[src/rtl/muldiv_pkg.sv]
// Shared types and constants for the two-requester mul/div arbiter.
package muldiv_pkg;

    localparam int unsigned NUM_REQ = 2;
    localparam int unsigned XLEN    = 32;
    localparam int unsigned OP_W    = 2;

    localparam logic [OP_W-1:0] OP_NONE = 2'd0;
    localparam logic [OP_W-1:0] OP_MUL  = 2'd1;
    localparam logic [OP_W-1:0] OP_DIV  = 2'd2;

    typedef enum logic [1:0] {
        ST_IDLE,
        ST_ISSUE,
        ST_WAIT,
        ST_RESP
    } state_e;

    typedef struct packed {
        logic [XLEN-1:0] src0;
        logic [XLEN-1:0] src1;
        logic [OP_W-1:0] op;
        logic            sign;
    } md_req_t;

    function automatic logic op_legal(input logic [OP_W-1:0] op);
        return (op == OP_MUL) || (op == OP_DIV);
    endfunction

endpackage

[src/rtl/muldiv_arbiter_rr_arbiter2.sv]
// Combinational two-way round-robin grant; a tie goes to the requester not served last.
module rr_arbiter2
    import muldiv_pkg::*;
(
    input  logic [NUM_REQ-1:0] req_valid,
    input  logic               last_served,
    output logic [NUM_REQ-1:0] grant
);

    always_comb begin
        grant = req_valid;
        if (&req_valid) begin
            grant = last_served ? 2'b01 : 2'b10;
        end
    end

endmodule

[src/rtl/muldiv_arbiter.sv]
// Arbitrates two requesters onto one multi-cycle mul/div datapath, one operation at a time.
// Optional WAIT timeout is enabled by defining MULDIV_ARB_TIMEOUT_EN.
module muldiv_arbiter
    import muldiv_pkg::*;
#(
    parameter int unsigned TIMEOUT_CYCLES = 64
) (
    input  logic                      clock,
    input  logic                      reset,
    input  logic [NUM_REQ-1:0]        in_req_valid,
    output logic [NUM_REQ-1:0]        out_req_ready,
    input  logic [NUM_REQ*XLEN-1:0]   in_req_src0,
    input  logic [NUM_REQ*XLEN-1:0]   in_req_src1,
    input  logic [NUM_REQ*OP_W-1:0]   in_req_op,
    input  logic [NUM_REQ-1:0]        in_req_sign,
    output logic                      out_md_start,
    output logic [XLEN-1:0]           out_md_src0,
    output logic [XLEN-1:0]           out_md_src1,
    output logic [OP_W-1:0]           out_md_op,
    output logic                      out_md_sign,
    input  logic                      in_md_busy,
    input  logic [XLEN-1:0]           in_md_res0,
    input  logic [XLEN-1:0]           in_md_res1,
    output logic [NUM_REQ-1:0]        out_resp_valid,
    input  logic [NUM_REQ-1:0]        in_resp_ready,
    output logic [XLEN-1:0]           out_resp_res0,
    output logic [XLEN-1:0]           out_resp_res1,
    output logic                      out_resp_err
);

    state_e              state_q, state_d;
    md_req_t             req_q, req_sel;
    logic                owner_q, last_q;
    logic                start_q, err_q;
    logic [NUM_REQ-1:0]  resp_valid_q, grant;
    logic [XLEN-1:0]     res0_q, res1_q;
    logic                gnt_id, accept, sel_legal, done_ok, timeout_hit, resp_taken;

    rr_arbiter2 u_rr (
        .req_valid   (in_req_valid),
        .last_served (last_q),
        .grant       (grant)
    );

    // Operand mux for whichever requester holds the grant this cycle.
    always_comb begin
        gnt_id       = grant[1];
        req_sel.src0 = gnt_id ? in_req_src0[2*XLEN-1:XLEN] : in_req_src0[XLEN-1:0];
        req_sel.src1 = gnt_id ? in_req_src1[2*XLEN-1:XLEN] : in_req_src1[XLEN-1:0];
        req_sel.op   = gnt_id ? in_req_op[2*OP_W-1:OP_W]   : in_req_op[OP_W-1:0];
        req_sel.sign = gnt_id ? in_req_sign[1]             : in_req_sign[0];
        sel_legal    = op_legal(req_sel.op);
        accept       = (state_q == ST_IDLE) && (|grant);
        done_ok      = (state_q == ST_WAIT) && !in_md_busy;
        resp_taken   = (state_q == ST_RESP) && in_resp_ready[owner_q];
    end

`ifdef MULDIV_ARB_TIMEOUT_EN
    localparam int unsigned TO_W = (TIMEOUT_CYCLES > 1) ? $clog2(TIMEOUT_CYCLES) : 1;
    logic [TO_W-1:0] to_cnt_q;

    // Counts consecutive busy cycles spent in WAIT.
    always_ff @(posedge clock) begin
        if (reset) begin
            to_cnt_q <= '0;
        end else if ((state_q == ST_WAIT) && in_md_busy) begin
            to_cnt_q <= to_cnt_q + TO_W'(1);
        end else begin
            to_cnt_q <= '0;
        end
    end

    assign timeout_hit = (state_q == ST_WAIT) && in_md_busy
                         && (to_cnt_q == TO_W'(TIMEOUT_CYCLES - 1));
`else
    logic unused_timeout;
    assign unused_timeout = (TIMEOUT_CYCLES != 0);
    assign timeout_hit    = 1'b0;
`endif

    always_ff @(posedge clock) begin
        if (reset) begin
            state_q <= ST_IDLE;
        end else begin
            state_q <= state_d;
        end
    end

    always_comb begin
        state_d = state_q;
        case (state_q)
            ST_IDLE:  if (accept) state_d = sel_legal ? ST_ISSUE : ST_RESP;
            ST_ISSUE: state_d = ST_WAIT;
            ST_WAIT:  if (done_ok || timeout_hit) state_d = ST_RESP;
            ST_RESP:  if (resp_taken) state_d = ST_IDLE;
            default:  state_d = ST_IDLE;
        endcase
    end

    // Request latch, start pulse and response capture.
    always_ff @(posedge clock) begin
        if (reset) begin
            req_q        <= '0;
            owner_q      <= 1'b0;
            last_q       <= 1'b1;
            start_q      <= 1'b0;
            resp_valid_q <= '0;
            res0_q       <= '0;
            res1_q       <= '0;
            err_q        <= 1'b0;
        end else begin
            start_q <= accept && sel_legal;
            if (accept) begin
                req_q   <= req_sel;
                owner_q <= gnt_id;
                if (!sel_legal) begin
                    res0_q       <= '0;
                    res1_q       <= '0;
                    err_q        <= 1'b1;
                    resp_valid_q <= gnt_id ? 2'b10 : 2'b01;
                end
            end
            if (done_ok) begin
                res0_q       <= in_md_res0;
                res1_q       <= in_md_res1;
                err_q        <= 1'b0;
                resp_valid_q <= owner_q ? 2'b10 : 2'b01;
            end else if (timeout_hit) begin
                res0_q       <= '0;
                res1_q       <= '0;
                err_q        <= 1'b1;
                resp_valid_q <= owner_q ? 2'b10 : 2'b01;
            end
            if (resp_taken) begin
                resp_valid_q <= '0;
                last_q       <= owner_q;
            end
        end
    end

    assign out_req_ready  = (state_q == ST_IDLE) ? grant : '0;
    assign out_md_start   = start_q;
    assign out_md_src0    = req_q.src0;
    assign out_md_src1    = req_q.src1;
    assign out_md_op      = req_q.op;
    assign out_md_sign    = req_q.sign;
    assign out_resp_valid = resp_valid_q;
    assign out_resp_res0  = res0_q;
    assign out_resp_res1  = res1_q;
    assign out_resp_err   = err_q;

endmodule

[config.mk]
export PLATFORM = sky130hd
export DESIGN_NAME = muldiv_arbiter
export DESIGN_NICKNAME = d
export VERILOG_FILES = /design/src/rtl/muldiv_pkg.sv /design/src/rtl/muldiv_arbiter_rr_arbiter2.sv /design/src/rtl/muldiv_arbiter.sv
export SDC_FILE = /design/constraint.sdc
export NUM_CORES = 1
export LEC_CHECK = 0
export ABC_AREA = 1
export ABC_CLOCK_PERIOD_IN_PS = 1700
export CAP_MARGIN = 5
export CELL_PAD_IN_SITES_DETAIL_PLACEMENT = 1
export CELL_PAD_IN_SITES_GLOBAL_PLACEMENT = 1
export CORE_AREA = 2 2 171 139
export CTS_CLUSTER_DIAMETER = 30
export DETAILED_ROUTE_END_ITERATION = 7
export DIE_AREA = 0 0 173 141
export PLACE_DENSITY = 0.87
export SLEW_MARGIN = 20
export SYNTH_ARGS = -nofsm -noshare
export SYNTH_HDL_FRONTEND = slang
export SYNTH_SLANG_ARGS = --single-unit
export TNS_END_PERCENT = 50
[constraint.sdc]
create_clock -name clock -period 1.7 [get_ports clock]
set_input_delay 0.34 -clock clock [delete_from_list [all_inputs] [get_ports clock]]
set_output_delay 0.34 -clock clock [all_outputs]
set_load 0.005 [all_outputs]
==> results.cfg, run 1 <==
[grt]
grt_usage = 0.194
grt_pass1_wl_mm = 37.8
grt_antenna_before_repair = 1
grt_pass1_vias = 6996
grt_overflow = 0
grt_max_degree = 71

[power]
p_leak_nw = 4.19
power.switching_w = 0.00457
power_frac_comb = 0.414
ir_drop_uv = 654
pwr-share-clk = 0.278
power_density_mw_per_mm2 = 1340
totalPowerFinal_w = 0.0146
sw_frac_of_total = 0.312
seq_power_share = 0.309
intPower_w = 0.0101

[floorplan]
core-area_mm2 = 0.0229
die_area_mm2 = 0.0244
die_w_um = 173
initial_utilization = 0.255
die_h_um = 141
row_count = 50
design.portCount = 342

[status]
status = finished, final reports clean

[cts]
clock_latency_ns = 0.42
numCtsBuffers = 17
ctsHoldBuffers = 0
clock_path_buffers = 2
clock_sinks = 139
clockRootBuffer = clkbuf_16
cts_tree = built
path_clk_slew_ns = 0.06
cts-htree-levels = 4

[drt]
ant_nets = 0
vias = 6829
drt_iter0_markers = 277
wl_per_cell_um = 18.0
wl_mm = 25.7
viasPerCell = 4.80
dr.pass1.iters = 4
drc = 0

[sta]
hold_viol_final = 0
fin_crit_sh = 0.985
rsz0062_at_grt = yes
slew_headroom = 0.768
setup_viol = 0
finClkSkew_ns = 0.00858
tightestPinTransition_ns = 0.348
max_freq_mhz = 597
totalNegativeSetupSlack_ns = 0
drv_slew = 0
fin_crit_ns = 1.67

[worst_setup_path]
crit_path_top_delay_cell = dfxtp_2
cp-start-kind = flip-flop
crit_start = state_q[1]$_SDFFE_PP0P_
worstSetupPathType = flip-flop to output pin
cp-end-kind = output pin
crit_chain = inv_2 -> ha_4 -> inv_2 -> nor2_1 -> buf_2
r2r-end = out_resp_res0[4]$_SDFFE_PP0P_
required_ns = 1.36
cpMostUsedCell = inv_2
critPathMaxStageDelay_ns = 0.33
reg2reg_slack_ns = 0.04
worstPathMaxFanout = 3
r2r_cells = 10
r2r-start = state_q[1]$_SDFFE_PP0P_
arrival_ns = 1.33

[logic_synthesis]
netlist_top_cells_area = dfxtp_1, nand2_1, nand3_2, a31oi_1, a21oi_1
synth_top_area_frac = 0.477
synthCells = 740
synth_cell_type_count = 24
avgSynthCellArea_um2 = 7.88
synth-seq-area-share = 0.477
synth_ff_type = dfxtp_1
syn_nets = 949
async_flop_share = 0
synth_edf_count = 0
ys_ff_latch = 139
syn_area_mm2 = 0.00583
yosys.area.top_type = dfxtp_1
ys_warn_count = 0

[place]
place.gp.congestion = 0.802
dp.cells = 1368
port_buffers = 341
place_hpwl_mm = 18.0

[cells_and_area]
n_fill_cell = 2662
multi_input_area_mm2 = 0.00273
fin_cells = 1424
diodes = 0
areaGrowthSynthToFinish_pct = 87.7
nNetsFinal = 1308
mostFrequentLayoutCell = clkdlybuf4s50_1
final_cell_mix = clkdlybuf4s50_1, nand2_1, dfxtp_1, a21oi_1, a31oi_1
layout-drive-gt1-share = 0.145
register_area_mm2 = 0.00278

[job]
max_cap_violations = 0

[min_path]
min_delay_path_depth = 3
whs_endpoint = out_resp_res1[30]$_SDFFE_PP0P_
hp-class = primary input to flip-flop
min_from = reset
## worst max-delay path by stage
stage	to	slack (ns)	cells past startpoint
finish	out_req_ready[1]	0.03	5
global route	out_resp_res1[11]$_SDFFE_PP0P_	-0.06	10
CTS	out_req_ready[1]	0.01	5
detailed placement	out_md_src1[9]$_SDFFE_PP0P_	-0.39	8
global placement	out_req_ready[1]	-0.35	4
floorplan	out_resp_res0[22]$_SDFFE_PP0P_	0.17	8
## Yosys cell counts, types with 2 or more instances
cell      count
nand2_1     218
dfxtp_1     139
a21oi_1      74
o21ai_0      70
a31oi_1      65
nand3_2      41
nand3_1      32
clkbuf_1     27
buf_2        23
inv_1        17
nor2_1        7
buf_1         5
buf_8         4
clkbuf_2      4
ha_1          4
inv_2         2
## flip-flops by register name, indices dropped and copies added (netlist names)
| signal | flops |
|---|---|
| out_md_src0 | 32 |
| out_md_src1 | 32 |
| out_resp_res0 | 32 |
| out_resp_res1 | 32 |
| out_md_op | 2 |
| out_resp_valid | 2 |
| state_q | 2 |
| last_q | 1 |
| out_md_sign | 1 |
| out_md_start | 1 |
| out_resp_err | 1 |
| owner_q | 1 |
## worst max-delay path: cells and delay by family (launching register included)
family / cells / cell delay [ns]
DFF: 1 / 0.33
buffers and inverters: 3 / 0.29
and+or+nand+nor: 1 / 0.17
adders and majority gates: 1 / 0.14
## metal layers
layer / vias up / global-route usage / share of wire
met5: - / 0 / 0.00031
met2: 220 / 0.344 / 0.51
met3: 38 / 0.0477 / 0.049
met1: 3327 / 0.231 / 0.42
li1: 3242 / - / -
met4: 2 / 0.0629 / 0.021
## kinds of logic (layout without fill, tap and decap cells)
| logic type | Yosys count | in the layout | synth area share |
|---|---|---|---|
| buffers and inverters | 83 | 455 | 0.0682 |
| flip-flops | 139 | 139 | 0.477 |
| adder cells (fa/ha/maj) | 4 | 4 | 0.00858 |
| AND/OR/NAND/NOR | 302 | 302 | 0.248 |
| AO/OA/AOI/OAI | 212 | 212 | 0.199 |
## cell type report
| cell class | count | share of cell area |
|---|---|---|
| Timing Repair Buffer | 404 | 0.396 |
| Tap cell | 312 | 0.0356 |
| Clock inverter | 12 | 0.0169 |
| Clock buffer | 20 | 0.0417 |
| Multi-Input combinational cell | 518 | 0.249 |
| Inverter | 19 | 0.00674 |
| Sequential cell | 139 | 0.254 |
## power by group through the flow
stage / Clock [W] / Combinational (W) / Sequential (W)
after floorplan: 0 / 0.00191 / 0.00458
after global placement: 0 / 0.00496 / 0.00453
after detailed placement: 0 / 0.00508 / 0.00457
after CTS: 0.00416 / 0.00509 / 0.00451
after global routing: 0.00431 / 0.00648 / 0.00461
final: 0.00406 / 0.00605 / 0.00452
## metrics by stage
step / hold slack [ns] / worst slack (ns) / util / cell area, µm²
after floorplan: 0.443 / 0.174 / - / 5830
after global placement: 0.435 / -0.352 / 0.430 / 9840
after detailed placement: 0.463 / -0.394 / 0.430 / 9840
after CTS: 0.422 / 0.0114 / 0.457 / 10500
after global routing: 0.443 / -0.0603 / 0.478 / 11000
final: 0.429 / 0.0255 / 0.478 / 11000
## timing repair
action / CTS / global route
setup buffers: 0 / 12
cloned: 0 / 12
gates resized for setup: 14 / 50
endpoints found under the setup margin: 6 / 135
endpoints found under the hold margin: 0 / 0
pin swaps: 0 / 3
Note: power is estimated with default switching activity, not from simulation.
==> run 2, diff against run 1 <==
CORE_AREA = 2 2 153 155   (was 2 2 171 139)
DIE_AREA = 0 0 155 157   (was 0 0 173 141)
==> run 2 against run 1 <==
  * Register-to-register slack better by 0.05 ns
  * Critical path depth down 4
  * Largest power group unchanged
  * Sequential share of layout area grew 0.89 points
  * Final cell count decreased by 2.3%
  * Critical path type unchanged
  * Sequential power about the same
  * Non-clock buffer count shrank 6
  * Core utilization shrank 0.73 points
  * Clock skew rose by 0.0030 ns
  * Global-route usage is essentially flat
  * Sequential cell count unchanged
  * Clock power fell by 2%
==> results.cfg, run 2 (same netlist as run 1, synthesis figures left out) <==
[status]
status = finished, final reports clean

[floorplan]
core-area_mm2 = 0.0225
die_area_mm2 = 0.0243
die_w_um = 155
design.portCount = 342
die_h_um = 157
row_count = 55
initial_utilization = 0.259

[cells_and_area]
final_cell_mix = clkdlybuf4s50_1, nand2_1, dfxtp_1, a21oi_1, o21ai_0
n_fill_cell = 2631
layout-drive-gt1-share = 0.139
mostFrequentLayoutCell = clkdlybuf4s50_1
diodes = 0
areaGrowthSynthToFinish_pct = 81.7
nNetsFinal = 1302

[cts]
numCtsBuffers = 17
clockRootBuffer = clkbuf_16
clock_path_buffers = 2
cts-htree-levels = 4
ctsHoldBuffers = 0
clock_latency_ns = 0.41
cts_tree = built
path_clk_slew_ns = 0.07
clock_sinks = 139

[grt]
grt_antenna_before_repair = 0
grt_overflow = 0
grt_pass1_vias = 6921
grt_max_degree = 71
grt_usage = 0.194
grt_pass1_wl_mm = 36.9

[min_path]
min_from = reset
whs_endpoint = last_q$_SDFFE_PP1P_
min_delay_path_depth = 4
hp-class = primary input to flip-flop

[place]
place.gp.congestion = 0.817
port_buffers = 341
place_hpwl_mm = 18.3

[power]
totalPowerFinal_w = 0.0137
sw_frac_of_total = 0.321
ir_drop_uv = 559
power_frac_comb = 0.381
p_leak_nw = 4.06
pwr-share-clk = 0.290
power.switching_w = 0.00441
power_density_mw_per_mm2 = 1300
seq_power_share = 0.330
intPower_w = 0.00934

[sta]
setup_viol = 0
finClkSkew_ns = 0.0116
tightestPinTransition_ns = 0.319
hold_viol_final = 0
fin_crit_sh = 0.973
drv_slew = 0
max_freq_mhz = 604
fin_crit_ns = 1.65
whs_ns = 0.433
slew_headroom = 0.788

[worst_setup_path]
path_buf_inv = 1
r2r-end = out_resp_res1[1]$_SDFFE_PP0P_
crit_chain = clkdlybuf4s50_1
worstSetupPathType = flip-flop to output pin
required_ns = 1.36
reg2reg_slack_ns = 0.09
crit_path_top_delay_cell = clkdlybuf4s50_1
worstPathMaxFanout = 2
critPathMaxStageDelay_ns = 0.55
cp_top_family = buffers and inverters
arrival_ns = 1.31
cp-end-kind = output pin
r2r-start = last_q$_SDFFE_PP1P_
r2r_cells = 9
cp-start-kind = flip-flop

[drt]
drt_iter0_markers = 310
dr.pass1.iters = 4
drc = 0
viasPerCell = 4.76
wl_per_cell_um = 17.6
wl_mm = 24.4
vias = 6619
ant_nets = 0

[job]
max_cap_violations = 0
==> run 2: area by class of cell <==
type | count | area (µm²) | share of cell area
Clock buffer | 19 | 443 | 0.0418
Clock inverter | 13 | 179 | 0.0169
Inverter | 19 | 78.8 | 0.00744
Multi-Input combinational cell | 518 | 2710 | 0.255
Sequential cell | 139 | 2790 | 0.263
Tap cell | 285 | 357 | 0.0336
Timing Repair Buffer | 398 | 4050 | 0.382
==> run 2: worst register-to-register path: stages, from the launching register on <==
cell and delay, ns:
dfxtp_1 0.41, nand2_2 0.12, buf_4 0.16, nand3_1 0.08
nand2_1 0.09, nand2_2 0.09, nand3_4 0.16, buf_4 0.23
nand3_1 0.09, a21oi_1 0.07
==> run 2: worst max-delay path by stage <==
stage / startpoint / endpoint / slack, ns / cells past startpoint
floorplan: state_q[0]$_SDFFE_PP0P_ / out_resp_res0[22]$_SDFFE_PP0P_ / 0.17 / 8
global placement: in_req_valid[0] / out_req_ready[1] / -0.31 / 5
detailed placement: in_req_valid[1] / out_resp_res1[1]$_SDFFE_PP0P_ / -0.37 / 9
CTS: state_q[0]$_SDFFE_PP0P_ / out_req_ready[1] / -0.02 / 5
global route: state_q[0]$_SDFFE_PP0P_ / out_resp_res0[7]$_SDFFE_PP0P_ / -0.0002 / 9
finish: out_md_src1[17]$_SDFFE_PP0P_ / out_md_src1[17] / 0.05 / 1
==> run 2: per-stage QoR <==
stage,utilization,setup TNS (ns),instances,setup slack [ns],cell area (µm²)
CTS,0.464,-0.0209,1381,-0.0209,10400
detailed placement,0.435,-38.37,1348,-0.373,9800
global route,0.471,-0.000226,1391,-0.000226,10600
floorplan,-,0,740,0.174,5830
finish,0.471,0,1391,0.0451,10600
global placement,0.435,-30.36,1348,-0.309,9800
==> run 2: power by group through the flow <==
stage	registers, W	clock network (W)	logic, W
4_1_cts	0.00452	0.00410	0.00516
3_3_place_gp	0.00453	0	0.00498
3_5_place_dp	0.00457	0	0.00510
6_report	0.00453	0.00399	0.00523
5_1_grt	0.00462	0.00424	0.00568
2_1_floorplan	0.00458	0	0.00191
==> run 2: routing by layer <==
metal | vias to the layer above | track usage | wire length [µm]
met4 | 0 | 0.0701 | 564
met2 | 261 | 0.352 | 12300
met3 | 28 | 0.0567 | 1710
met5 | - | 0 | 0
li1 | 3224 | - | -
met1 | 3106 | 0.215 | 9870
==> run 2: what timing repair did <==
item,in CTS,in global routing
endpoints found under the setup margin,16,59
gates resized for setup,20,20
setup buffers,1,8
pin swaps,1,6
cloned,0,2
==> run 3, diff against run 2 <==
ABC_CLOCK_PERIOD_IN_PS = 1500   (was 1700)
CORE_AREA = 2 2 163 165   (was 2 2 153 155)
DIE_AREA = 0 0 165 167   (was 0 0 155 157)
GPL_ROUTABILITY_DRIVEN = 0   (was default)
PLACE_DENSITY = 0.82   (was 0.87)
SLEW_MARGIN = default   (was 20)
clock period = 1.5 ns   (was 1.7 ns; I/O delays follow)
==> run 3 against run 2 <==
  * The run now ends with setup timing left
  * Register-to-register slack got worse by 0.20 ns
  * Non-clock buffer count up 23
  * Via count rose by 3.9%
  * Sequential cell count is the same
  * Count of clock-buffer cells in the layout did not move
  * Combinational power grew 47%
  * Die area up 13%
  * Core utilization is 2.3 points lower
  * First-iteration DRC count fell by 19%
  * Critical path depth increased by 9
  * Sequential share of layout area fell by 1.9 points
  * Sequential power is 15% higher
  * Critical endpoint is now out_resp_res1[4]$_SDFFE_PP0P_
  * Largest cell class unchanged
  * Highest routed layer unchanged
==> results.cfg, run 3 (same netlist as run 1, synthesis figures left out) <==
[status]
status = finished, violations left
violations = setup timing

[grt]
grt_max_degree = 70
grt_pass1_wl_mm = 39.7
grt_pass1_vias = 7227
grt_overflow = 0
grt_usage = 0.186
grt_antenna_before_repair = 0

[worst_setup_path]
arrival_ns = 1.89
cp-start-kind = flip-flop
r2r_cells = 10
cp-end-kind = flip-flop
worstPathMaxFanout = 7
worstSetupPathType = flip-flop to flip-flop
required_ns = 1.78

[job]
max_cap_violations = 0

[power]
totalPowerFinal_w = 0.0175
power_density_mw_per_mm2 = 1510
ir_drop_uv = 799
p_leak_nw = 4.86

[place]
placed_area_mm2 = 0.00981
dp_slack_ns = -0.570
port_buffers = 341
place_hpwl_mm = 17.8

[cts]
numCtsBuffers = 17
clockRootBuffer = clkbuf_16
cts_tree = built
cts-htree-levels = 4
clock_latency_ns = 0.41
clock_path_buffers = 2
path_clk_slew_ns = 0.07
clock_sinks = 139

[floorplan]
die_h_um = 167
die_area_mm2 = 0.0276
initial_utilization = 0.226
core-area_mm2 = 0.0258
row_count = 59
design.portCount = 342
die_w_um = 165

[cells_and_area]
layout-drive-gt1-share = 0.234
nNetsFinal = 1325
diodes = 0
fin_area_mm2 = 0.0115
areaGrowthSynthToFinish_pct = 97.9
mostFrequentLayoutCell = nand2_1
final_cell_mix = nand2_1, clkdlybuf4s50_1, dlygate4sd2_1, dfxtp_1, a31oi_1

[drt]
wl_per_cell_um = 18.8
drt_iter0_markers = 251
wl_mm = 27.6
drc = 0
ant_nets = 0
vias = 6875
viasPerCell = 4.70
dr.pass1.iters = 4

[sta]
rsz0062_at_grt = yes
whs_ns = 0.248
drv_slew = 0
tightestPinTransition_ns = 0.389
max_freq_mhz = 622
fin_crit_ns = 1.61
layout_setup_ws_ns = -0.107
slew_headroom = 0.740
setup_viol = 111
hold_viol_final = 0
finClkSkew_ns = 0.0108
fin_crit_sh = 1.07
totalNegativeSetupSlack_ns = -6.68

[min_path]
min_delay_path_depth = 4
hp-class = primary input to flip-flop
==> run 3: changes by cell type in the layout (fill, tap and decap cells not counted), sizes merged <==
cell,before,now
buf,58,78
clkbuf,21,24
clkdlybuf4s50,329,201
clkinv,2,5
clkinvlp,1,0
dlygate4sd2,2,135
dlymetal6s2s,7,2
inv,26,24
==> run 3: repair_timing <==
action | in CTS | in global routing
pin swaps | 8 | 12
gates resized for setup | 272 | 97
gates cloned | 14 | 5
buffers inserted | 18 | 5
setup endpoints to repair | 264 | 137
hold buffers | 0 | 0
==> run 3: routing by layer <==
metal,wire length (µm),track usage,up-vias,share of wire
met5,0,0,-,0
met4,753,0.0594,0,0.027
met3,2350,0.0685,40,0.085
met2,13700,0.332,276,0.50
met1,10800,0.202,3268,0.39
li1,-,-,3291,-
==> run 3: final timing paths <==
path | to | slack, ns | from
hold reg to reg | out_resp_err$_SDFFE_PP0P_ | 0.45 | out_resp_err$_SDFFE_PP0P_
hold / removal | out_md_src1[27]$_SDFFE_PP0P_ | 0.25 | reset
setup / recovery | out_resp_res1[4]$_SDFFE_PP0P_ | -0.11 | state_q[0]$_SDFFE_PP0P_
setup reg to reg | out_resp_res1[4]$_SDFFE_PP0P_ | -0.11 | state_q[0]$_SDFFE_PP0P_
==> run 3: cell type report <==
cell class | instances | area [µm²]
fill | 2981 | 14200
timing repair buffer | 421 | 4550
inverter | 19 | 83.8
tap | 335 | 419
multi-input combinational | 518 | 3030
clock inverter | 13 | 180
clock buffer | 19 | 453
sequential | 139 | 2820
==> run 3: worst max-delay path: stages (launching register included) <==
cell,delay [ns]
dfxtp_2,0.33
inv_2,0.09
ha_4,0.16
inv_4,0.05
a21oi_4,0.12
buf_12,0.15
nand3_4,0.11
buf_12,0.17
buf_12,0.15
nand3_1,0.08
a21oi_1,0.07
==> run 3: per-stage QoR <==
step	std cells	utilization
finish	1464	0.448
detailed placement	1393	0.381
global placement	1393	0.381
CTS	1457	0.432
floorplan	740	-
global route	1464	0.448
==> run 3: power by group <==
| group | internal [W] | total, W | leakage [nW] | switching [W] |
|---|---|---|---|---|
| Sequential | 0.00464 | 0.00519 | 1.15 | 0.000542 |
| Combinational | 0.00421 | 0.00771 | 3.39 | 0.00350 |
| Clock | 0.00276 | 0.00458 | 0.311 | 0.00182 |
| Total | 0.0116 | 0.0175 | 4.86 | 0.00586 |
